$ cat src/rtl/fsm_rr_share_ctrl.sv
// Round-robin share controller: one W-bit adder time-shared by requesters a/b/c,
// each with a private accumulator (x/y/z). A spare state encoding recovers to IDLE and sets err.
//   state | meaning
//   IDLE  | arbitrate among pending requests, capture owner operand
//   EXEC  | wait out the LAT-cycle datapath latency, grant held
//   WRITE | pulse owner ack, accumulate, advance round-robin pointer
//   (3)   | unreachable spare; recovers to IDLE with sticky err
module fsm_rr_share_ctrl #(
    parameter int           W         = 5,
    parameter int           LAT       = 2,
    parameter logic [W-1:0] RESET_VAL = 1
) (
    input  logic         clk_i,
    input  logic         rst_i,
    input  logic         req_a_i,
    input  logic         req_b_i,
    input  logic         req_c_i,
    input  logic [W-1:0] a_i,
    input  logic [W-1:0] b_i,
    input  logic [W-1:0] c_i,
    output logic         ack_a_o,
    output logic         ack_b_o,
    output logic         ack_c_o,
    output logic [2:0]   grant_o,
    output logic         busy_o,
    output logic [W-1:0] x_o,
    output logic [W-1:0] y_o,
    output logic [W-1:0] z_o,
    output logic         err_o
);

    typedef enum logic [1:0] {
        IDLE  = 2'd0,
        EXEC  = 2'd1,
        WRITE = 2'd2
    } state_e;

    // Held as a raw vector so the spare encoding 3 stays representable.
    logic [1:0]   state_q;
    logic [1:0]   owner_q;
    logic [1:0]   ptr_q;
    logic [2:0]   cnt_q;
    logic [W-1:0] op_q;
    logic [W-1:0] x_q, y_q, z_q;
    logic [2:0]   grant_q;
    logic [2:0]   ack_q;
    logic         busy_q;
    logic         err_q;

    logic [2:0]   req_w;
    logic [1:0]   pick_d;
    logic [W-1:0] opnd_d;

    assign req_w = {req_c_i, req_b_i, req_a_i};

    always_comb begin
        pick_d = 2'd0;
        case (ptr_q)
            2'd1:    pick_d = req_w[1] ? 2'd1 : (req_w[2] ? 2'd2 : 2'd0);
            2'd2:    pick_d = req_w[2] ? 2'd2 : (req_w[0] ? 2'd0 : 2'd1);
            default: pick_d = req_w[0] ? 2'd0 : (req_w[1] ? 2'd1 : 2'd2);
        endcase
        opnd_d = a_i;
        case (pick_d)
            2'd1:    opnd_d = b_i;
            2'd2:    opnd_d = c_i;
            default: opnd_d = a_i;
        endcase
    end

    always_ff @(posedge clk_i or posedge rst_i) begin
        if (rst_i) begin
            state_q <= IDLE;
            owner_q <= 2'd0;
            ptr_q   <= 2'd0;
            cnt_q   <= 3'd0;
            op_q    <= '0;
            x_q     <= RESET_VAL;
            y_q     <= RESET_VAL;
            z_q     <= RESET_VAL;
            grant_q <= 3'b000;
            ack_q   <= 3'b000;
            busy_q  <= 1'b0;
            err_q   <= 1'b0;
        end else begin
            ack_q <= 3'b000;
            case (state_q)
                IDLE: begin
                    if (|req_w) begin
                        owner_q <= pick_d;
                        op_q    <= opnd_d;
                        grant_q <= 3'b001 << pick_d;
                        cnt_q   <= 3'(LAT - 1);
                        busy_q  <= 1'b1;
                        state_q <= EXEC;
                    end
                end
                EXEC: begin
                    if (cnt_q == 3'd0) begin
                        ack_q   <= grant_q;
                        state_q <= WRITE;
                    end else begin
                        cnt_q <= cnt_q - 3'd1;
                    end
                end
                WRITE: begin
                    case (owner_q)
                        2'd0: begin
                            x_q   <= x_q + op_q;
                            ptr_q <= 2'd1;
                        end
                        2'd1: begin
                            y_q   <= y_q + op_q;
                            ptr_q <= 2'd2;
                        end
                        default: begin
                            z_q   <= z_q + op_q;
                            ptr_q <= 2'd0;
                        end
                    endcase
                    grant_q <= 3'b000;
                    busy_q  <= 1'b0;
                    state_q <= IDLE;
                end
                default: begin
                    grant_q <= 3'b000;
                    busy_q  <= 1'b0;
                    err_q   <= 1'b1;
                    state_q <= IDLE;
                end
            endcase
        end
    end

    assign ack_a_o = ack_q[0];
    assign ack_b_o = ack_q[1];
    assign ack_c_o = ack_q[2];
    assign grant_o = grant_q;
    assign busy_o  = busy_q;
    assign x_o     = x_q;
    assign y_o     = y_q;
    assign z_o     = z_q;
    assign err_o   = err_q;

endmodule
$ cat config.mk
export PLATFORM = sky130hd
export DESIGN_NAME = fsm_rr_share_ctrl
export DESIGN_NICKNAME = d
export VERILOG_FILES = /design/src/rtl/fsm_rr_share_ctrl.sv
export SDC_FILE = /design/constraint.sdc
export NUM_CORES = 1
export LEC_CHECK = 0
export CAP_MARGIN = 20
export CORE_UTILIZATION = 40
export CTS_CLUSTER_SIZE = 10
export DETAILED_ROUTE_END_ITERATION = 16
export DONT_BUFFER_PORTS = 1
export PLACE_DENSITY = 0.59
export SETUP_SLACK_MARGIN = 0.05
export SLEW_MARGIN = 20
export SYNTH_ARGS = -nofsm -noshare
export SYNTH_HDL_FRONTEND = slang
export SYNTH_SLANG_ARGS = --single-unit
$ cat constraint.sdc
create_clock -name clk_i -period 4.4 [get_ports clk_i]
set_input_delay 0.88 -clock clk_i [delete_from_list [all_inputs] [get_ports clk_i]]
set_output_delay 0.88 -clock clk_i [all_outputs]
set_load 0.05 [all_outputs]
==> summary.txt, run 1 <==
Status
  • Status: complete, no violations

Yosys
  • Post-Syn Nets: 242
  • Avg Synthesized Cell Area: 10.4 um2
  • Share of the yosys chip area belonging to registers: 44.7%
  • Mapped cell area: 0.00208 mm2
  • Post-synth ARST share: 100%
  • Number of flops mapped to enable cells by yosys: 0
  • YS warnings: 0
  • Distinct cells, synth: 37
  • Predominant post-synthesis flop cell: dfrtp_1
  • Synth top area share: 40.9%
  • Synth top area cells: dfrtp_1, ha_1, mux2_2, nand2_1, dfstp_2
  • Mapped Cells: 200
  • Area leader, netlist: dfrtp_1
  • FF+latch count, synth: 37

Timing
  • Hold violation count in the final report: 0
  • Post-route clock period utilization: between 50% and 60%
  • Final Skew: 0.00537 ns
  • Worst slew pin tran: 0.578 ns
  • Total Neg Setup Slack: 0 ns
  • Fmax: slightly above 400 MHz
  • Finish-stage setup viols: 0
  • Period minus WS final: 2.41 ns
  • Final slew viol count: 0
  • RSZ-0062 raised after global routing: no
  • Max-slew headroom: 61.0%

Setup path
  • CP endpoint kind: flip-flop
  • Slowest CP cell: o41ai_1
  • Largest fanout on the critical path: 6
  • CP top delay family: compound AO/OA/AOI/OAI gates
  • CP Launch Type: flip-flop
  • Worst path required time: 4.56 ns
  • CP Class: reg -> reg
  • Critical Path AT: 2.56 ns
  • WP buf/inv: 2
  • Critical-path cell list: inv_1 > ha_1 > o41ai_1 > inv_1 > ha_1 > a22oi_1 > nand2_1 > o21ai_0 > o21ai_0
  • Slowest cell delay on critical path: 0.56 ns

GRT
  • Initial antenna violation count: 0
  • Met1 GRT Util: 23.8%
  • Total GRT Usage: between 10% and 20%
  • Global-route wire length before repair: between 6000 and 7000 um
  • Met3 GRT Util: ~4.7%
  • Largest net degree at the start of global routing: 38
  • GR peak layer: met1
  • GRT overflow: 0
  • Met2 GRT Util: 22.4%
  • Number of global-route vias before repair: around 1.3k

Die
  • IO Pins: 43
  • Initial Util: 42.9%
  • Die Wd: 74.1 um
  • Row cnt: 25
  • Core area: between 0.004 and 0.005 mm2
  • DIE AREA: around 0.0055 mm2
  • Height of the die: 74.1 um

Layout
  • Most common cell after layout, fill and taps aside: dfrtp_1
  • Number of fillers in the final layout: 477
  • N_diodes: 0
  • Layout area overhead: 8.78%
  • Leading cell types in the layout, fill and taps excluded: dfrtp_1, nand2_1, ha_1
  • Cell Count, Final, Fillers Out: 270
  • Layout cell share with drive strength beyond 1: roughly an eighth
  • Area occupied by multi-input gates: 0.00107 mm2
  • Nets: 244
  • Register Area: 930 um2
  • Core Util, Final: 46.7%

Clocking
  • Inserted Clock Buffers: 5
  • Postcts setup bufs: 0
  • Cts-stage hold buffer count: 0
  • Clock-pin slew on the worst setup and hold paths: roughly 0.080 ns
  • Clk_lat worst skew: 0.29 ns
  • CTS Buffer Depth: 2
  • Clk sinks: 37
  • CTS root buf: clkbuf_8
  • Post-CTS sizing: 0
  • H-Tree Depth: 2
  • CTS tree: built

Route
  • WL final: between 3000 and 4000 um
  • Via density: roughly 5
  • Initial DRC count: 68
  • Antenna Violating Nets Remaining: 0
  • DR vias: 1,344
  • Pre-Repair DR Iteration Count: 4
  • WL/cell: 14.4 um
  • # DRC: 0

Placed design
  • Routability cong.: about 0.71
  • Inst Count DP: 262
  • Port Buffers: 0
  • Post-DP HPWL: 2900 um

Run
  • Max Cap Violations: 0

Min path
  • Worst Hold Class: reg -> reg
-- layout make-up --
class | count | area share (%)
multi-input combinational | 142 | 47.1
sequential | 37 | 41.1
tap | 67 | 3.70
clock buffer | 6 | 3.65
inverter | 15 | 2.49
clock inverter | 2 | 1.66
timing repair buffer | 1 | 0.332
-- per-stage QoR --
| step | worst slack, ns | area, um2 | hold slack (ns) |
|---|---|---|---|
| 2_1_floorplan | 2.09 | 2080 | 0.466 |
| 3_3_place_gp | 1.88 | 2140 | 0.488 |
| 3_5_place_dp | 1.87 | 2140 | 0.503 |
| 4_1_cts | 2.02 | 2260 | 0.519 |
| 5_1_grt | 1.87 | 2260 | 0.538 |
| 6_report | 1.99 | 2260 | 0.508 |
-- path summary, 6_finish.rpt --
path | depth (start not counted) | startpoint | endpoint | slack, ns
hold / removal | 2 | cnt_q[1] | cnt_q[1] | 0.51
min in group asynchronous | 2 | rst_i | ack_q[1] | 0.59
hold reg to reg | 2 | cnt_q[1] | cnt_q[1] | 0.51
setup / recovery | 9 | ptr_q[0] | op_q[4] | 1.99
setup reg to reg | 9 | ptr_q[0] | op_q[4] | 1.99
max in group asynchronous | 2 | rst_i | y_o[0] | 3.45
-- logic make-up after synthesis --
family,Yosys count,share of synthesized area (%)
and+or+nand+nor,52,13.2
AOI/OAI and AO/OA,47,13.6
DFF,37,44.7
adders and majority gates,22,14.3
buffers and inverters,21,4.09
muxes,12,6.37
xor gates and xnor gates,9,3.79
-- worst reg2reg max path, stage by stage, from the launching register on --
cell and delay (ns):
dfrtp_1 0.38, inv_1 0.05, ha_1 0.33, o41ai_1 0.56
inv_1 0.15, ha_1 0.33, a22oi_1 0.24, nand2_1 0.07
o21ai_0 0.07, o21ai_0 0.09
-- state kept, by name, indices dropped and copies added (netlist names) --
name and flops:
op_q 5, x_o 5, y_o 5, z_o 5, ack_q 3, cnt_q 3, grant_o 3, owner_q 2
ptr_q 2, state_q 2, busy_o 1, err_o 1
-- cells in the mapped netlist (2+ instances only) --
cell type / instances
xor2_1: 3
inv_1: 15
fa_1: 3
nor2_1: 10
nand3_1: 2
dfstp_2: 3
a21o_1: 5
xnor2_1: 6
buf_2: 4
dfrtp_1: 34
a21oi_1: 12
nand2_1: 22
o21ai_1: 4
a22oi_1: 5
o21ai_0: 14
and2_1: 4
nand2b_1: 4
mux2_2: 10
ha_1: 19
nor3_1: 2
mux2i_1: 2
nor2b_1: 2
-- metal layers --
| layer | routed length, um | vias up |
|---|---|---|
| met5 | 0 | - |
| met4 | 34 | 0 |
| met3 | 257 | 2 |
| met2 | 1640 | 46 |
| met1 | 1950 | 609 |
| li1 | - | 687 |
Power of run 1 is not shown: default switching activity piles up to over one toggle a cycle in this logic, so the estimate is an artifact.
==> run 2: changes to the inputs <==
--- a/config.mk
+++ b/config.mk
@@ -10,7 +10,7 @@
 export CTS_CLUSTER_SIZE = 10
 export DETAILED_ROUTE_END_ITERATION = 16
 export DONT_BUFFER_PORTS = 1
-export PLACE_DENSITY = 0.59
+export PLACE_DENSITY = 0.61
 export SETUP_SLACK_MARGIN = 0.05
 export SLEW_MARGIN = 20
 export SYNTH_ARGS = -nofsm -noshare
==> constraint.sdc (replaced) <==
create_clock -name clk_i -period 2.2 [get_ports clk_i]
set_input_delay 0.44 -clock clk_i [delete_from_list [all_inputs] [get_ports clk_i]]
set_output_delay 0.44 -clock clk_i [all_outputs]
set_load 0.05 [all_outputs]
==> run 2 against run 1 <==
  * Final cell count grew 4.4%
  * Critical path depth grew 2
  * Utilization rose by 2.5 points
  * Global-route usage grew 0.49 points
  * Non-clock buffer count is 12 higher
  * Register-to-register slack got worse by 1.8 ns
  * Clock skew up 0.0072 ns
  * Die area unchanged
  * Sequential share of layout area shrank 2.1 points
  * Critical path type unchanged
==> summary.txt, run 2 (synthesis results as in run 1) <==
Route
  • WL/cell: 14.8 um (was 14.4 um)
  • Via density: 5.15 (was 4.98)
  • WL final: 4190 um (was 3890 um)
  • # DRC: 0 (unchanged)
  • Pre-Repair DR Iteration Count: 4 (unchanged)
  • Antenna Violating Nets Remaining: 0 (unchanged)
  • Initial DRC count: 60 (was 68)
  • DR vias: 1,451 (was 1,344)

Placed design
  • Post-DP HPWL: 3040 um (was 2900 um)
  • Routability cong.: 0.722 (was 0.709)
  • Port Buffers: 0 (unchanged)
  • Inst Count DP: 272 (was 262)
  • DP Area: 0.00222 mm2 (was 0.00214 mm2)

Timing
  • Final slew viol count: 0 (unchanged)
  • Post-route clock period utilization: 92.4% (was 54.7%)
  • Hold Slack: 0.143 ns (was 0.508 ns)
  • Fmax: 492 MHz (was 415 MHz)
  • RSZ-0062 raised after global routing: yes (was no)
  • Worst slew pin tran: 0.526 ns (was 0.578 ns)
  • Period minus WS final: 2.03 ns (was 2.41 ns)
  • Finish-stage setup viols: 0 (unchanged)
  • Max-slew headroom: 64.8% (was 61.0%)
  • Hold violation count in the final report: 0 (unchanged)
  • Final Skew: 0.0125 ns (was 0.00537 ns)

Setup path
  • WP buf/inv: 2 (unchanged)
  • CP endpoint kind: flip-flop (unchanged)
  • Worst path required time: 2.36 ns (was 4.56 ns)
  • Largest fanout on the critical path: 6 (unchanged)
  • Critical Path AT: 2.19 ns (was 2.56 ns)
  • Most frequent CP cell: o21ai_1
  • Critical-path cell list: inv_2 > ha_4 > nor2b_2 > o21ai_1 > o41ai_2 > buf_4 > ha_2 > a22oi_1 > nand2_1 > o21ai_0 > o21ai_1 (was inv_1 > ha_1 > o41ai_1 > inv_1 > ha_1 > a22oi_1 > nand2_1 > o21ai_0 > o21ai_0)
  • Slowest cell delay on critical path: 0.41 ns (was 0.56 ns)
  • CP Launch Type: flip-flop (unchanged)
  • CP top delay family: compound AO/OA/AOI/OAI gates (unchanged)
  • Slowest CP cell: dfrtp_1 (was o41ai_1)
  • CP Class: reg -> reg (unchanged)

Layout
  • Most common cell after layout, fill and taps aside: dfrtp_1 (unchanged)
  • Cell Count, Final, Fillers Out: 282 (was 270)
  • Layout area overhead: 14.7% (was 8.78%)
  • N_diodes: 0 (unchanged)
  • Nets: 256 (was 244)
  • Layout cell share with drive strength beyond 1: 23.7% (was 13.3%)
  • Fin area: 0.00239 mm2 (was 0.00226 mm2)
  • Number of fillers in the final layout: 467 (was 477)
  • Leading cell types in the layout, fill and taps excluded: dfrtp_1, nand2_1, ha_1 (unchanged)

Clocking
  • Clock-pin slew on the worst setup and hold paths: 0.08 ns (about the same)
  • H-Tree Depth: 2 (unchanged)
  • CTS Buffer Depth: 2 (unchanged)
  • Clk_lat worst skew: 0.29 ns (about the same)
  • CTS tree: built (unchanged)
  • Clk sinks: 37 (unchanged)
  • Inserted Clock Buffers: 5 (unchanged)
  • CTS root buf: clkbuf_8 (unchanged)

Die
  • Row cnt: 25 (unchanged)
  • Core area: 0.00485 mm2 (unchanged)
  • Height of the die: 74.1 um (unchanged)
  • Initial Util: 42.9% (unchanged)
  • DIE AREA: 0.00549 mm2 (unchanged)
  • IO Pins: 43 (unchanged)
  • Die Wd: 74.1 um (unchanged)

GRT
  • Global-route wire length before repair: 6760 um (was 6560 um)
  • Met3 GRT Util: 5.01% (was 4.74%)
  • Met1 GRT Util: 23.7% (was 23.8%)
  • Number of global-route vias before repair: 1,358 (was 1,306)
  • Largest net degree at the start of global routing: 38 (unchanged)
  • Met2 GRT Util: 24.6% (was 22.4%)
  • GRT overflow: 0 (unchanged)
  • GR peak layer: met2 (was met1)
  • Initial antenna violation count: 0 (unchanged)
  • Total GRT Usage: 16.8% (was 16.3%)

Pwr
  • Clock Power Share: 11.1%
  • Cell-internal power: 2.12 mW
  • Net Switching: 2.03 mW
  • Pwr/cell area: about 1700 mW/mm2
  • Sequential Power Share: around 40%
  • LEAKAGE: approximately 1.1 nW
  • Combinational power share: 49.0%
  • Sw frac: 48.9%
  • IR drop worst, VDD: 0.745 mV

Min path
  • Worst Hold Class: in -> async (was reg -> reg)

Status
  • Status: complete, no violations (unchanged)

Run
  • Max Cap Violations: 0 (unchanged)
==> run 2: cell count changes in the layout (fill, tap and decap cells not counted), moves of 3 or more <==
cell,change
o21ai_0,-3
ha_4,+3
ha_1,-4
buf_4,+12
==> run 2: timing repair <==
item,CTS,global route
endpoints found under the setup margin,5,5
pin swaps,1,2
hold buffers,0,0
endpoints found under the hold margin,0,0
setup buffers,1,1
gates resized for setup,4,13
==> run 2: area by class of cell <==
type | instances | area (um2) | area share, %
flip-flops and latches | 37 | 930 | 39.0
well taps | 67 | 83.8 | 3.51
clock buffers | 5 | 68.8 | 2.88
multi-input cells | 142 | 1130 | 47.5
repair buffers | 13 | 97.6 | 4.09
clock inverters | 3 | 17.5 | 0.734
inverters | 15 | 56.3 | 2.36
==> run 2: worst paths after layout <==
path | startpoint | end | slack (ns) | depth (start not counted)
min | rst_i | grant_o[1] | 0.14 | 2
max | ptr_q[0] | op_q[1] | 0.17 | 11
max in group asynchronous | rst_i | x_o[0] | 1.70 | 2
min in group clk_i | a_i[2] | op_q[2] | 0.35 | 2
max reg2reg | ptr_q[0] | op_q[1] | 0.17 | 11
min reg2reg | cnt_q[1] | cnt_q[1] | 0.52 | 2
==> run 2: power by group through the flow <==
| stage | clock network, mW | logic (mW) | registers [mW] |
|---|---|---|---|
| after floorplan | 0 | 1.29 | 1.80 |
| after global placement | 0 | 1.81 | 1.67 |
| after detailed placement | 0 | 1.86 | 1.68 |
| after CTS | 0.481 | 1.90 | 1.66 |
| after global routing | 0.523 | 2.30 | 1.71 |
| final | 0.461 | 2.03 | 1.66 |
==> run 2: metal layers <==
layer  vias to the layer above  part of all wire (%)
met2                        40                    47
met1                       683                    46
met5                         -                     0
li1                        723                     -
met4                         0                   1.1
met3                         5                   5.3
==> run 2: metrics by stage <==
stage / utilization, % / TNS [ns] / setup slack, ns / power (mW)
2_1_floorplan: - / 0 / 0.0991 / 3.09
3_3_place_gp: 45.8 / 0 / 0.0148 / 3.48
3_5_place_dp: 45.8 / -0.00318 / -0.00318 / 3.53
4_1_cts: 47.9 / 0 / 0.0726 / 4.04
5_1_grt: 49.2 / 0 / 0.0279 / 4.53
6_report: 49.2 / 0 / 0.167 / 4.15
==> run 2: worst register-to-register path: cells and delay by family, from the launching register on <==
family | cells | cell delay (ns)
flops | 1 | 0.41
simple gates | 2 | 0.22
compound gates | 5 | 0.61
fa+ha+maj | 2 | 0.43
buf+inv | 2 | 0.23
Note: power is estimated with default switching activity, not from simulation.
==> run 3: changes to the inputs <==
--- a/config.mk
+++ b/config.mk
@@ -5,12 +5,13 @@
 export SDC_FILE = /design/constraint.sdc
 export NUM_CORES = 1
 export LEC_CHECK = 0
+export ABC_CLOCK_PERIOD_IN_PS = 2200
 export CAP_MARGIN = 20
-export CORE_UTILIZATION = 40
+export CORE_UTILIZATION = 56
 export CTS_CLUSTER_SIZE = 10
 export DETAILED_ROUTE_END_ITERATION = 16
 export DONT_BUFFER_PORTS = 1
-export PLACE_DENSITY = 0.61
+export PLACE_DENSITY = 0.79
 export SETUP_SLACK_MARGIN = 0.05
 export SLEW_MARGIN = 20
 export SYNTH_ARGS = -nofsm -noshare
==> run 3 against run 2 <==
  * Global-route usage up 7.7 points
  * Clock skew down 0.0044 ns
  * Non-clock buffer count unchanged
  * Sequential share of layout area up 0.061 points
  * Register-to-register slack worse by 0.06 ns
  * Highest routed layer unchanged
  * Clock-buffer cell count up 1
==> summary.txt, run 3 (synthesis results as in run 1) <==
GRT
  • Met2 GRT Util: 43.0% (was 24.6%)
  • Met1 GRT Util: 28.5% (was 23.7%)
  • Met3 GRT Util: 7.48% (was 5.01%)
  • Initial antenna violation count: 0 (unchanged)
  • GR peak layer: met2 (unchanged)
  • Total GRT Usage: 24.4% (was 16.8%)
  • GRT overflow: 0 (unchanged)
  • Number of global-route vias before repair: 1,620 (was 1,358)
  • Largest net degree at the start of global routing: 25 (was 38)
  • Global-route wire length before repair: 7350 um (was 6760 um)

Route
  • WL final: 4460 um (was 4190 um)
  • DR vias: 1,522 (was 1,451)
  • Via density: 5.83 (was 5.15)
  • Initial DRC count: 70 (was 60)
  • Antenna Violating Nets Remaining: 0 (unchanged)
  • WL/cell: 17.1 um (was 14.8 um)
  • # DRC: 0 (unchanged)
  • Pre-Repair DR Iteration Count: 4 (unchanged)

Layout
  • Leading cell types in the layout, fill and taps excluded: dfrtp_1, nand2_1, ha_1 (unchanged)
  • Layout area overhead: 14.5% (was 14.7%)
  • Nets: 256 (unchanged)
  • N_diodes: 0 (unchanged)
  • Core Util, Final: 69.2% (was 49.2%)
  • Most common cell after layout, fill and taps aside: dfrtp_1 (unchanged)
  • Fin area: 0.00238 mm2 (was 0.00239 mm2)
  • Layout cell share with drive strength beyond 1: 24.2% (was 23.7%)

Setup path
  • Slowest CP cell: dfrtp_1 (unchanged)
  • CP Class: reg -> reg (unchanged)
  • Critical R2R Launch: ptr_q[1] (was ptr_q[0])
  • Slowest cell delay on critical path: 0.42 ns (was 0.41 ns)
  • CP top delay family: compound AO/OA/AOI/OAI gates (unchanged)
  • Worst R2R Path Depth: 10 (was 11)
  • Largest fanout on the critical path: 6 (unchanged)
  • CP Launch Type: flip-flop (unchanged)
  • Worst path required time: 2.35 ns (was 2.36 ns)
  • Worst reg2reg path endpoint: op_q[1] (unchanged)
  • R2R Setup Slk: 0.11 ns (was 0.17 ns)
  • Critical-path cell list: ha_4 > buf_6 > nor2b_4 > a21oi_1 > o32a_1 > ha_2 > a22oi_1 > nand2_1 > o21ai_0 > o21ai_1 (was inv_2 > ha_4 > nor2b_2 > o21ai_1 > o41ai_2 > buf_4 > ha_2 > a22oi_1 > nand2_1 > o21ai_0 > o21ai_1)
  • CP endpoint kind: flip-flop (unchanged)
  • Critical Path AT: 2.24 ns (was 2.19 ns)
  • WP buf/inv: 1 (was 2)

Die
  • Initial Util: 60.5% (was 42.9%)
  • IO Pins: 43 (unchanged)
  • DIE AREA: 0.00396 mm2 (was 0.00549 mm2)
  • Row cnt: 21 (was 25)
  • Core area: 0.00344 mm2 (was 0.00485 mm2)
  • Height of the die: 63.0 um (was 74.1 um)
  • Die Wd: 63.0 um (was 74.1 um)

Clocking
  • Inserted Clock Buffers: 5 (unchanged)
  • CTS root buf: clkbuf_8 (unchanged)
  • CTS Buffer Depth: 2 (unchanged)
  • CTS tree: built (unchanged)
  • Clk sinks: 37 (unchanged)
  • Clock-pin slew on the worst setup and hold paths: 0.07 ns (was 0.08 ns)
  • H-Tree Depth: 2 (unchanged)
  • Cts-stage hold buffer count: 0 (unchanged)
  • Clk_lat worst skew: 0.29 ns (about the same)

Timing
  • RSZ-0062 raised after global routing: yes (unchanged)
  • Max-slew headroom: 61.3% (was 64.8%)
  • Total Neg Setup Slack: 0 ns (unchanged)
  • Hold violation count in the final report: 0 (unchanged)
  • Final Skew: 0.00815 ns (was 0.0125 ns)
  • Finish-stage setup viols: 0 (unchanged)
  • Worst slew pin tran: 0.580 ns (was 0.526 ns)
  • Final slew viol count: 0 (unchanged)
  • Period minus WS final: 2.09 ns (was 2.03 ns)
  • Post-route clock period utilization: 95.0% (was 92.4%)
  • Fmax: 479 MHz (was 492 MHz)

Placed design
  • DP Area: 0.00218 mm2 (was 0.00222 mm2)
  • Routability cong.: 0.752 (was 0.722)
  • Post-DP HPWL: 3140 um (was 3040 um)
  • Port Buffers: 0 (unchanged)

Min path
  • Worst Hold Class: in -> async (unchanged)

Status
  • Status: complete, no violations (unchanged)

Run
  • Max Cap Violations: 0 (unchanged)
-- run 3: through the flow --
step           hold WS, ns  cells  setup WS (ns)
3_3_place_gp         0.394    248         0.0260
6_report            0.0891    261          0.110
3_5_place_dp         0.410    248         -0.101
5_1_grt              0.118    261        -0.0107
4_1_cts             0.0942    258         0.0615
2_1_floorplan        0.466    200         0.0991
-- run 3: how the worst max path moves through the flow --
| stage | start | endpoint | slack (ns) | cells after the start |
|---|---|---|---|---|
| floorplan | ptr_q[0] | op_q[0] | 0.1 | 9 |
| global placement | ptr_q[0] | op_q[3] | 0.03 | 9 |
| detailed placement | ptr_q[0] | op_q[4] | -0.10 | 9 |
| CTS | ptr_q[1] | op_q[4] | 0.06 | 9 |
| global route | ptr_q[0] | op_q[1] | -0.01 | 11 |
| finish | ptr_q[1] | op_q[1] | 0.11 | 10 |
-- run 3: area by class of cell --
cell class,count,area (um2)
clock buffer,6,72.6
clock inverter,2,10.0
timing repair buffer,13,114
fill,239,1060
multi-input combinational,142,1140
inverter,15,56.3
sequential,37,930
tap,46,57.6
-- run 3: repair_timing --
item                                    CTS  global route
buffers inserted                          2             3
pin swaps                                 1             5
resized for setup                         6            18
endpoints found under the setup margin    5             6
endpoints found under the hold margin     0             0
-- run 3: per-layer routing --
metal,share of wire (%),wire (um),vias to the layer above
li1,-,-,712
met1,41,1830,744
met2,52,2310,56
met3,5.4,241,10
met4,1.9,83,0
met5,0,0,-
Power of run 3 is left out for the same reason.
